$ cat src/rtl/spi_reg_pkg.sv
// Shared frame geometry and FSM encoding for the SPI register initiator.
package spi_reg_pkg;

   localparam int ADDR_W        = 8;
   localparam int DATA_W        = 16;
   localparam int DUMMY_CYCLES  = 8;
   localparam int READ_FLAG_BIT = ADDR_W - 1;

   typedef enum logic [2:0] {
      ST_IDLE  = 3'd0,
      ST_SETUP = 3'd1,
      ST_HIGH  = 3'd2,
      ST_LOW   = 3'd3,
      ST_TAIL  = 3'd4,
      ST_GAP   = 3'd5
   } state_e;

   function automatic int frame_bits(input int aw, input int dw, input int dc);
      return aw + dc + dw;
   endfunction

endpackage

$ cat src/rtl/spi_half_tick.sv
// Loadable down-counter: done_o is high in the last cycle of a loaded interval,
// so a load of L at one edge lets the owner act on the L-th following edge.
module spi_half_tick
   import spi_reg_pkg::*;
#(
   parameter int W       = 8,
   parameter int RST_VAL = 1
) (
   input  logic         sys_clk,
   input  logic         sys_rst,
   input  logic         load_i,
   input  logic [W-1:0] val_i,
   output logic         done_o
);

   logic [W-1:0] cnt_q, cnt_d;

   always_comb begin
      cnt_d = cnt_q;
      if (load_i) begin
         cnt_d = val_i;
      end else if (cnt_q != '0) begin
         cnt_d = cnt_q - W'(1);
      end
   end

   always_ff @(posedge sys_clk or posedge sys_rst) begin
      if (sys_rst) begin
         cnt_q <= W'(RST_VAL);
      end else begin
         cnt_q <= cnt_d;
      end
   end

   assign done_o = (cnt_q == W'(1));

endmodule

$ cat src/rtl/spi_reg_master.sv
// SPI register-frame initiator: one accepted request becomes one mode-0 frame
// (address, dummy clocks, data, MSB first); captured MISO returns on rsp_valid.
module spi_reg_master
   import spi_reg_pkg::*;
#(
   parameter int ADDR_W       = spi_reg_pkg::ADDR_W,
   parameter int DATA_W       = spi_reg_pkg::DATA_W,
   parameter int DUMMY_CYCLES = spi_reg_pkg::DUMMY_CYCLES,
   parameter int CLK_DIV      = 2,
   parameter int CS_GAP       = 4
) (
   input  logic              sys_clk,
   input  logic              sys_rst,
   input  logic              req_valid,
   output logic              req_ready,
   input  logic              req_read,
   input  logic [ADDR_W-2:0] req_addr,
   input  logic [DATA_W-1:0] req_wdata,
   output logic              rsp_valid,
   output logic [ADDR_W-1:0] rsp_addr,
   output logic [DATA_W-1:0] rsp_rdata,
   output logic              busy,
   output logic              spi_clk,
   output logic              spi_mosi,
   input  logic              spi_miso,
   output logic              spi_cs_n
);

   localparam int N  = frame_bits(ADDR_W, DATA_W, DUMMY_CYCLES);
   localparam int TW = $clog2(((CLK_DIV > CS_GAP) ? CLK_DIV : CS_GAP) + 1);
   localparam int BW = $clog2(N + 1);

   state_e            state_q, state_d;
   logic [N-1:0]      tx_q, tx_d;
   logic [N-1:0]      rx_q, rx_d;
   logic [BW-1:0]     bit_q, bit_d;
   logic              cs_n_q, cs_n_d;
   logic              sck_q, sck_d;
   logic              busy_q, busy_d;
   logic              rsp_vld_q, rsp_vld_d;
   logic [ADDR_W-1:0] rsp_addr_q, rsp_addr_d;
   logic [DATA_W-1:0] rsp_rdata_q, rsp_rdata_d;
   logic              tick_load, tick_done;
   logic [TW-1:0]     tick_val;

   // Reset lands in GAP so the first request waits out a full CS_GAP interval.
   spi_half_tick #(.W(TW), .RST_VAL(CS_GAP)) u_tick (
      .sys_clk (sys_clk),
      .sys_rst (sys_rst),
      .load_i  (tick_load),
      .val_i   (tick_val),
      .done_o  (tick_done)
   );

   always_comb begin
      state_d     = state_q;
      tx_d        = tx_q;
      rx_d        = rx_q;
      bit_d       = bit_q;
      cs_n_d      = cs_n_q;
      sck_d       = sck_q;
      busy_d      = busy_q;
      rsp_vld_d   = 1'b0;
      rsp_addr_d  = rsp_addr_q;
      rsp_rdata_d = rsp_rdata_q;
      tick_load   = 1'b0;
      tick_val    = TW'(CLK_DIV);
      case (state_q)
         ST_IDLE: if (req_valid) begin
            // Dummy clocks keep driving the address LSB; reads send an all-zero data phase.
            tx_d      = {req_read, req_addr, {DUMMY_CYCLES{req_addr[0]}},
                         (req_read ? {DATA_W{1'b0}} : req_wdata)};
            cs_n_d    = 1'b0;
            busy_d    = 1'b1;
            bit_d     = '0;
            tick_load = 1'b1;
            state_d   = ST_SETUP;
         end
         ST_SETUP, ST_LOW: if (tick_done) begin
            sck_d     = 1'b1;
            tick_load = 1'b1;
            state_d   = ST_HIGH;
         end
         ST_HIGH: if (tick_done) begin
            sck_d     = 1'b0;
            rx_d      = {rx_q[N-2:0], spi_miso};
            tx_d      = {tx_q[N-2:0], 1'b0};
            bit_d     = bit_q + BW'(1);
            tick_load = 1'b1;
            state_d   = (bit_q == BW'(N - 1)) ? ST_TAIL : ST_LOW;
         end
         ST_TAIL: if (tick_done) begin
            cs_n_d      = 1'b1;
            tx_d        = '0;
            rsp_vld_d   = 1'b1;
            rsp_addr_d  = rx_q[N-1 -: ADDR_W];
            rsp_rdata_d = rx_q[DATA_W-1:0];
            tick_load   = 1'b1;
            tick_val    = TW'(CS_GAP);
            state_d     = ST_GAP;
         end
         ST_GAP: if (tick_done) begin
            busy_d  = 1'b0;
            state_d = ST_IDLE;
         end
         default: state_d = ST_GAP;
      endcase
   end

   always_ff @(posedge sys_clk or posedge sys_rst) begin
      if (sys_rst) begin
         state_q     <= ST_GAP;
         tx_q        <= '0;
         rx_q        <= '0;
         bit_q       <= '0;
         cs_n_q      <= 1'b1;
         sck_q       <= 1'b0;
         busy_q      <= 1'b0;
         rsp_vld_q   <= 1'b0;
         rsp_addr_q  <= '0;
         rsp_rdata_q <= '0;
      end else begin
         state_q     <= state_d;
         tx_q        <= tx_d;
         rx_q        <= rx_d;
         bit_q       <= bit_d;
         cs_n_q      <= cs_n_d;
         sck_q       <= sck_d;
         busy_q      <= busy_d;
         rsp_vld_q   <= rsp_vld_d;
         rsp_addr_q  <= rsp_addr_d;
         rsp_rdata_q <= rsp_rdata_d;
      end
   end

   assign req_ready = (state_q == ST_IDLE);
   assign rsp_valid = rsp_vld_q;
   assign rsp_addr  = rsp_addr_q;
   assign rsp_rdata = rsp_rdata_q;
   assign busy      = busy_q;
   assign spi_clk   = sck_q;
   assign spi_mosi  = tx_q[N-1];
   assign spi_cs_n  = cs_n_q;

endmodule

$ cat config.mk
export PLATFORM = sky130hd
export DESIGN_NAME = spi_reg_master
export DESIGN_NICKNAME = d
export VERILOG_FILES = /design/src/rtl/spi_reg_pkg.sv /design/src/rtl/spi_half_tick.sv /design/src/rtl/spi_reg_master.sv
export SDC_FILE = /design/constraint.sdc
export NUM_CORES = 1
export LEC_CHECK = 0
export BUFFER_PORTS_ARGS = -buffer_cell sky130_fd_sc_hd__buf_2
export CAP_MARGIN = 20
export CORE_ASPECT_RATIO = 0.5
export CORE_MARGIN = 2
export CORE_UTILIZATION = 35
export CTS_BUF_LIST = sky130_fd_sc_hd__clkbuf_4 sky130_fd_sc_hd__clkbuf_8
export DETAILED_ROUTE_END_ITERATION = 16
export HOLD_SLACK_MARGIN = 0.06
export MAX_ROUTING_LAYER = met4
export SLEW_MARGIN = 20
export SYNTH_ARGS = -nofsm -noshare
export SYNTH_HDL_FRONTEND = slang
export SYNTH_SLANG_ARGS = --single-unit
$ cat constraint.sdc
create_clock -name sys_clk -period 4.2 [get_ports sys_clk]
set_input_delay 0.21 -clock sys_clk [delete_from_list [all_inputs] [get_ports sys_clk]]
set_output_delay 0.21 -clock sys_clk [all_outputs]
set_load 0.005 [all_outputs]
Word level (Yosys, flattened, before mapping)
Index checks and enable logic that the tools add are counted.
{ "word_totals": {"ff_bits": 104, "out_inout_bits": 30, "word_cells": 73} }
{ "classes": {"n_addsub": 2, "n_eq_ne": 12, "n_mux": 30, "n_reduce_logical": 18} }
{ "ops": {"columns": ["cell", "n"], "rows": [
  ["32-bit 2-to-1 mux", 3],
  ["32-bit case mux with 3 select lines", 1],
  ["3-bit 2-to-1 mux", 10],
  ["16-bit 2-to-1 mux", 1],
  ["3-bit case mux with 5 select lines", 1],
  ["6-bit 2-to-1 mux", 2],
  ["6-bit case mux with 2 select lines", 1],
  ["3-bit AND reduction", 4],
  ["2-bit inequality test, second input constant", 5],
  ["2-bit nonzero test", 5],
  ["1-bit case mux with 2 select lines", 4],
  ["1-bit 2-to-1 mux", 7],
  ["6-bit by 1-bit adder with 6-bit output, second input constant", 1],
  ["3-bit by 1-bit equality test with 1-bit output, second input constant", 2],
  ["3-bit by 2-bit equality test with 1-bit output, second input constant", 2],
  ["3-bit equality test, second input constant", 2],
  ["6-bit by 5-bit equality test with 1-bit output, second input constant", 1],
  ["3-bit nonzero test", 2],
  ["5-bit AND reduction", 1],
  ["2-bit AND reduction", 2],
  ["4-bit AND reduction", 1],
  ["4-bit OR reduction", 1],
  ["3-bit zero test", 1],
  ["3-bit by 1-bit subtractor with 3-bit output, second input constant", 1],
  ["2-bit OR reduction", 1]
]} }

Depth between registers and ports, before layout
{ "logic_depth": {"ltp_word": 4, "mapped_depth": 9} }

Cells and area by module
A second synthesis with hierarchy kept.
{ "hier_totals": {"cells_unflattened": 382, "area_unflattened_um2": 4878.4} }
{ "by_module_without_submodules": {"columns": ["mod", "cells_per_inst", "instances", "area_per_inst_um2"], "rows": [
  ["spi_reg_master", 359, 1, 4657.0],
  ["spi_half_tick", 23, 1, 221.5]
]} }

Worst setup path before layout
Ideal clock, no wire load.
{ "synth_timing": {"path_type": "reg2reg", "startpoint": "register u_tick.cnt_q[1]", "endpoint": "register rsp_addr_q[0] (netlist: rsp_addr[0])", "setup_time_ps": 65, "arrival_time_ps": 1687, "slack_ps": 2448, "stages_incl_launch_ff": 10, "required_ps": 4135, "path_buffers": 2, "cell_sequence": "dfrtp_1 -> inv_1 -> ha_1 -> nor2b_1 -> clkbuf_1 -> nand3_1 -> inv_2 -> buf_2 -> nand2_1 -> nand2_1"} }
{ "synth_between": {"elab_chain_len": 2} }
{ "synth_rtl": {"columns": ["item", "line", "rtl"], "rows": [
  ["start, declared", "spi_half_tick.sv:16", "logic [W-1:0] cnt_q, cnt_d;"],
  ["start signal, assigned", "spi_half_tick.sv:29", "cnt_q <= W'(RST_VAL);"],
  ["start signal, assigned", "spi_half_tick.sv:31", "cnt_q <= cnt_d;"],
  ["3-bit by 1-bit equality test with 1-bit output", "spi_half_tick.sv:35", "assign done_o = (cnt_q == W'(1));"],
  ["2-bit AND reduction (no line)", null, null],
  ["end signal, assigned", "spi_reg_master.sv:131", "rsp_addr_q <= rsp_addr_d;"],
  ["end, declared", "spi_reg_master.sv:41", "logic [ADDR_W-1:0] rsp_addr_q, rsp_addr_d;"]
]} }
No other way between the ends.
A chain may end at the register's enable or synchronous reset.

Worst setup path after layout
{ "layout_timing": {"startpoint": "register u_tick.cnt_q[1]", "endpoint": "register rsp_rdata_q[6] (netlist: rsp_rdata[6])"} }
{ "layout_between": {"elab_chain_len": 2} }
{ "layout_rtl": {"columns": ["item", "line", "rtl"], "rows": [
  ["3-bit by 1-bit equality test with 1-bit output", "spi_half_tick.sv:35", null],
  ["2-bit AND reduction (no line)", null, null],
  ["end signal, assigned", "spi_reg_master.sv:132", "rsp_rdata_q <= rsp_rdata_d;"],
  ["end, declared", "spi_reg_master.sv:42", "logic [DATA_W-1:0] rsp_rdata_q, rsp_rdata_d;"]
]} }
No other way between the ends.

==> impl_metrics.json <==
{
  "core.rowCount": 28,
  "cpPeakStageDelay_ns": 0.54,
  "antenna_found_initial": 0,
  "r2r-end": "rsp_rdata[6]",
  "setup_tns_ns": 0,
  "grt_overflow": 0,
  "post-route-util_pct": 42.03,
  "clk_pin_slew_ns": 0.11,
  "post_drt_wl_per_cell_um": 12.97,
  "portBuffers": 57,
  "grt_max_degree": 66,
  "vias_per_cell": 4.768,
  "wl_um": 8171,
  "post-place-cells": 611,
  "setup_violations": 0,
  "outcome": "finished, final reports clean",
  "diodes": 0,
  "p_total_w": 0.002775,
  "grt_setup_unrepaired": "false",
  "die_width_um": 161.6,
  "grt_usage_pct": 13.89,
  "cts.sinks": 104,
  "r2r_cells": 7,
  "tightest_slew_ns": 0.7968,
  "cp.arrival_ns": 2.74,
  "start_util_pct": 36.36,
  "cp_data_required_time_ns": 4.52,
  "avgSynthCellArea_sq_um": 10.73,
  "worst_slack_ns": 1.778,
  "grt_pass1_vias": 2981,
  "cts_tree": "yes",
  "min_path_type": "in -> reg",
  "crit_buf_inv": 2,
  "slew_headroom_pct": 46.70,
  "first_iter_violations": 135,
  "drive_gt1_share_pct": 19.14,
  "cp-end-kind": "flop",
  "max_freq_mhz": 412.8,
  "cp_max_fo": 26,
  "hold-path-endpoint": "tx_q[0]",
  "crit_type": "reg -> reg",
  "core_area_sq_um": 11950,
  "h-tree-depth": 3,
  "ys_ff_latch": 104,
  "cpMaxStageDelayCell": "inv_2",
  "ant_nets": 0,
  "first_pass_iters": 4,
  "gp_congestion": 0.7361,
  "pre_cts_slack_ns": 1.669,
  "rr_startpoint": "u_tick.cnt_q[1]",
  "clock-root-buffer": "clkbuf_8",
  "clk_latency_ns": 0.37,
  "cp.depth": 7,
  "die_area_sq_um": 13370,
  "cap_violations": 0,
  "drcViolationCount": 0,
  "drv_slew": 0,
  "numCtsBuffers": 9,
  "pin_count": 58,
  "dr_total_vias": 3004,
  "postSynthCellCount": 405,
  "grt_first_pass_wirelength_um": 14300,
  "finClkSkew_ns": 0.01291,
  "critPathTopFamily": "simple AND/OR/NAND/NOR gates",
  "path_cells": "inv_1 > ha_1 > nor2b_1 > nand3_1 > inv_2 > nand2_1 > nand2_1",
  "critPathLaunchType": "flop",
  "cpMostUsedCell": "nand2_1",
  "final_nets": 492,
  "leakage_nw": 2.537,
  "synth_cell_types": 38,
  "power_density_nw_per_um2": 552.7,
  "hold_viol": 0,
  "layout_min_cycle_time_ns": 2.422,
  "area_delta_synth_final_pct": 15.58,
  "seq_area_frac_synth_pct": 60.02,
  "synthesis.nets": 437,
  "yosysWarningCount": 0,
  "min_period_over_period_pct": 57.68,
  "fin_cells": 630,
  "vdd_drop_max_mv": 0.2094,
  "dp_hpwl_um": 5317,
  "die_h_um": 82.78,
  "syn_area_sq_um": 4344,
  "hp-start": "req_wdata[0]",
  "cts.path.max_buffers": 2,
  "cts_resized": 0,
  "hold_path_depth": 3,
  "ff2ff_setup_slack_ns": 1.78
}
## power by group
group	switching (W)	internal (W)	leakage [nW]	total [W]
Sequential	0.000158	0.00125	1.33	0.00140
Combinational	0.000437	0.000344	1.11	0.000781
Clock	0.000349	0.000241	0.0992	0.000590
Total	0.000944	0.00183	2.54	0.00278
## repair_timing
item | CTS | global route
endpoints found under the hold margin | 62 | 0
buffers inserted | 0 | 0
hold buffers | 2 | 0
## worst register-to-register path: cells and delay by family, from the launching register on
kind / cells / cell delay (ns)
and+or+nand+nor: 4 / 1.12
DFF: 1 / 0.38
adders and majority gates: 1 / 0.23
buffers and inverters: 2 / 0.64
## synthesized netlist by cell type
cell type	count	share of area [%]
a21boi_1	1	0.17
a21oi_1	46	5.3
a22o_1	2	0.40
a22oi_1	22	3.8
a31o_2	1	0.20
a31oi_2	1	0.29
and2_1	1	0.14
and3_1	2	0.29
and3b_1	1	0.20
buf_2	13	1.5
buf_4	1	0.17
clkbuf_1	6	0.52
clkbuf_2	1	0.12
dfrtp_1	100	58
dfstp_2	4	2.4
ha_1	4	1.2
inv_1	8	0.69
inv_2	1	0.086
mux2_1	32	8.3
mux2i_1	1	0.23
nand2_1	79	6.8
nand2_2	1	0.14
nand2b_1	3	0.43
nand3_1	3	0.35
nand4_1	1	0.14
nand4bb_1	2	0.52
nor2_1	39	3.4
nor2b_1	2	0.29
nor3_1	3	0.35
nor3b_4	1	0.43
o211ai_1	2	0.35
o21a_1	1	0.17
o21ai_0	6	0.69
o21ai_1	5	0.58
o31ai_1	1	0.17
or3b_1	3	0.60
xnor2_1	2	0.40
xor2_1	3	0.60
## per-layer routing
metal	up-vias	track usage [%]	wire, um
met5	-	-	0
met4	0	5.000	95
met3	9	4.223	280
met2	34	21.71	3759
met1	1474	17.40	4036
li1	1487	-	-
## logic make-up (layout without fill, tap and decap cells)
| kind of cell | after synthesis | count (layout) | synth area share, % |
|---|---|---|---|
| buf+inv | 30 | 90 | 3.082 |
| mux | 33 | 33 | 8.525 |
| flops | 104 | 104 | 60.02 |
| fa+ha+maj | 4 | 4 | 1.152 |
| simple gates | 141 | 141 | 14.08 |
| xor+xnor | 5 | 5 | 1.008 |
| compound gates | 88 | 88 | 12.13 |
## worst max-delay path by stage
stage                     slack (ns)            end       startpoint
final                           1.78   rsp_rdata[6]  u_tick.cnt_q[1]
after global routing            1.51  rsp_rdata[11]  u_tick.cnt_q[1]
after CTS                       1.63        tx_q[2]       state_q[2]
after detailed placement        1.67        tx_q[4]       state_q[2]
after global placement          1.70        tx_q[4]       state_q[1]
after floorplan                 1.26       bit_q[0]          sys_rst
## sequential cells by signal, indices dropped and copies added, names as in the netlist
signal / flops
tx_q: 32
bit_q: 6
busy: 1
spi_cs_n: 1
rsp_rdata: 16
rsp_addr: 8
rx_q: 32
spi_clk: 1
u_tick.cnt_q: 3
rsp_valid: 1
state_q: 3
## layout make-up
cell class	count	area, sq um
Clock inverter	6	51.30
Tap cell	165	206.4
Fill cell	1129	6925
Sequential cell	104	2608
Inverter	9	36.28
Timing Repair Buffer	65	370.4
Clock buffer	10	137.6
Multi-Input combinational cell	271	1612
## cells in the final DEF, fill, tap and decap left out, types with 3 or more instances in the layout
cell / count
dfrtp_1: 100
nand2_1: 79
buf_2: 57
a21oi_1: 46
nor2_1: 39
mux2_1: 32
a22oi_1: 22
clkbuf_8: 10
inv_1: 7
o21ai_0: 6
o21ai_1: 5
buf_4: 5
ha_1: 4
dfstp_2: 4
nand2b_1: 3
nand3_1: 3
or3b_1: 3
xor2_1: 3
nor3_1: 3
## through the flow
stage	instance area (sq um)	hold slack [ns]
floorplan	4344	0.3417
global placement	4785	0.4145
detailed placement	4785	0.4198
CTS	4994	0.09240
global route	5021	0.09320
finish	5021	0.1163
Power figures use the tool's default switching activity.
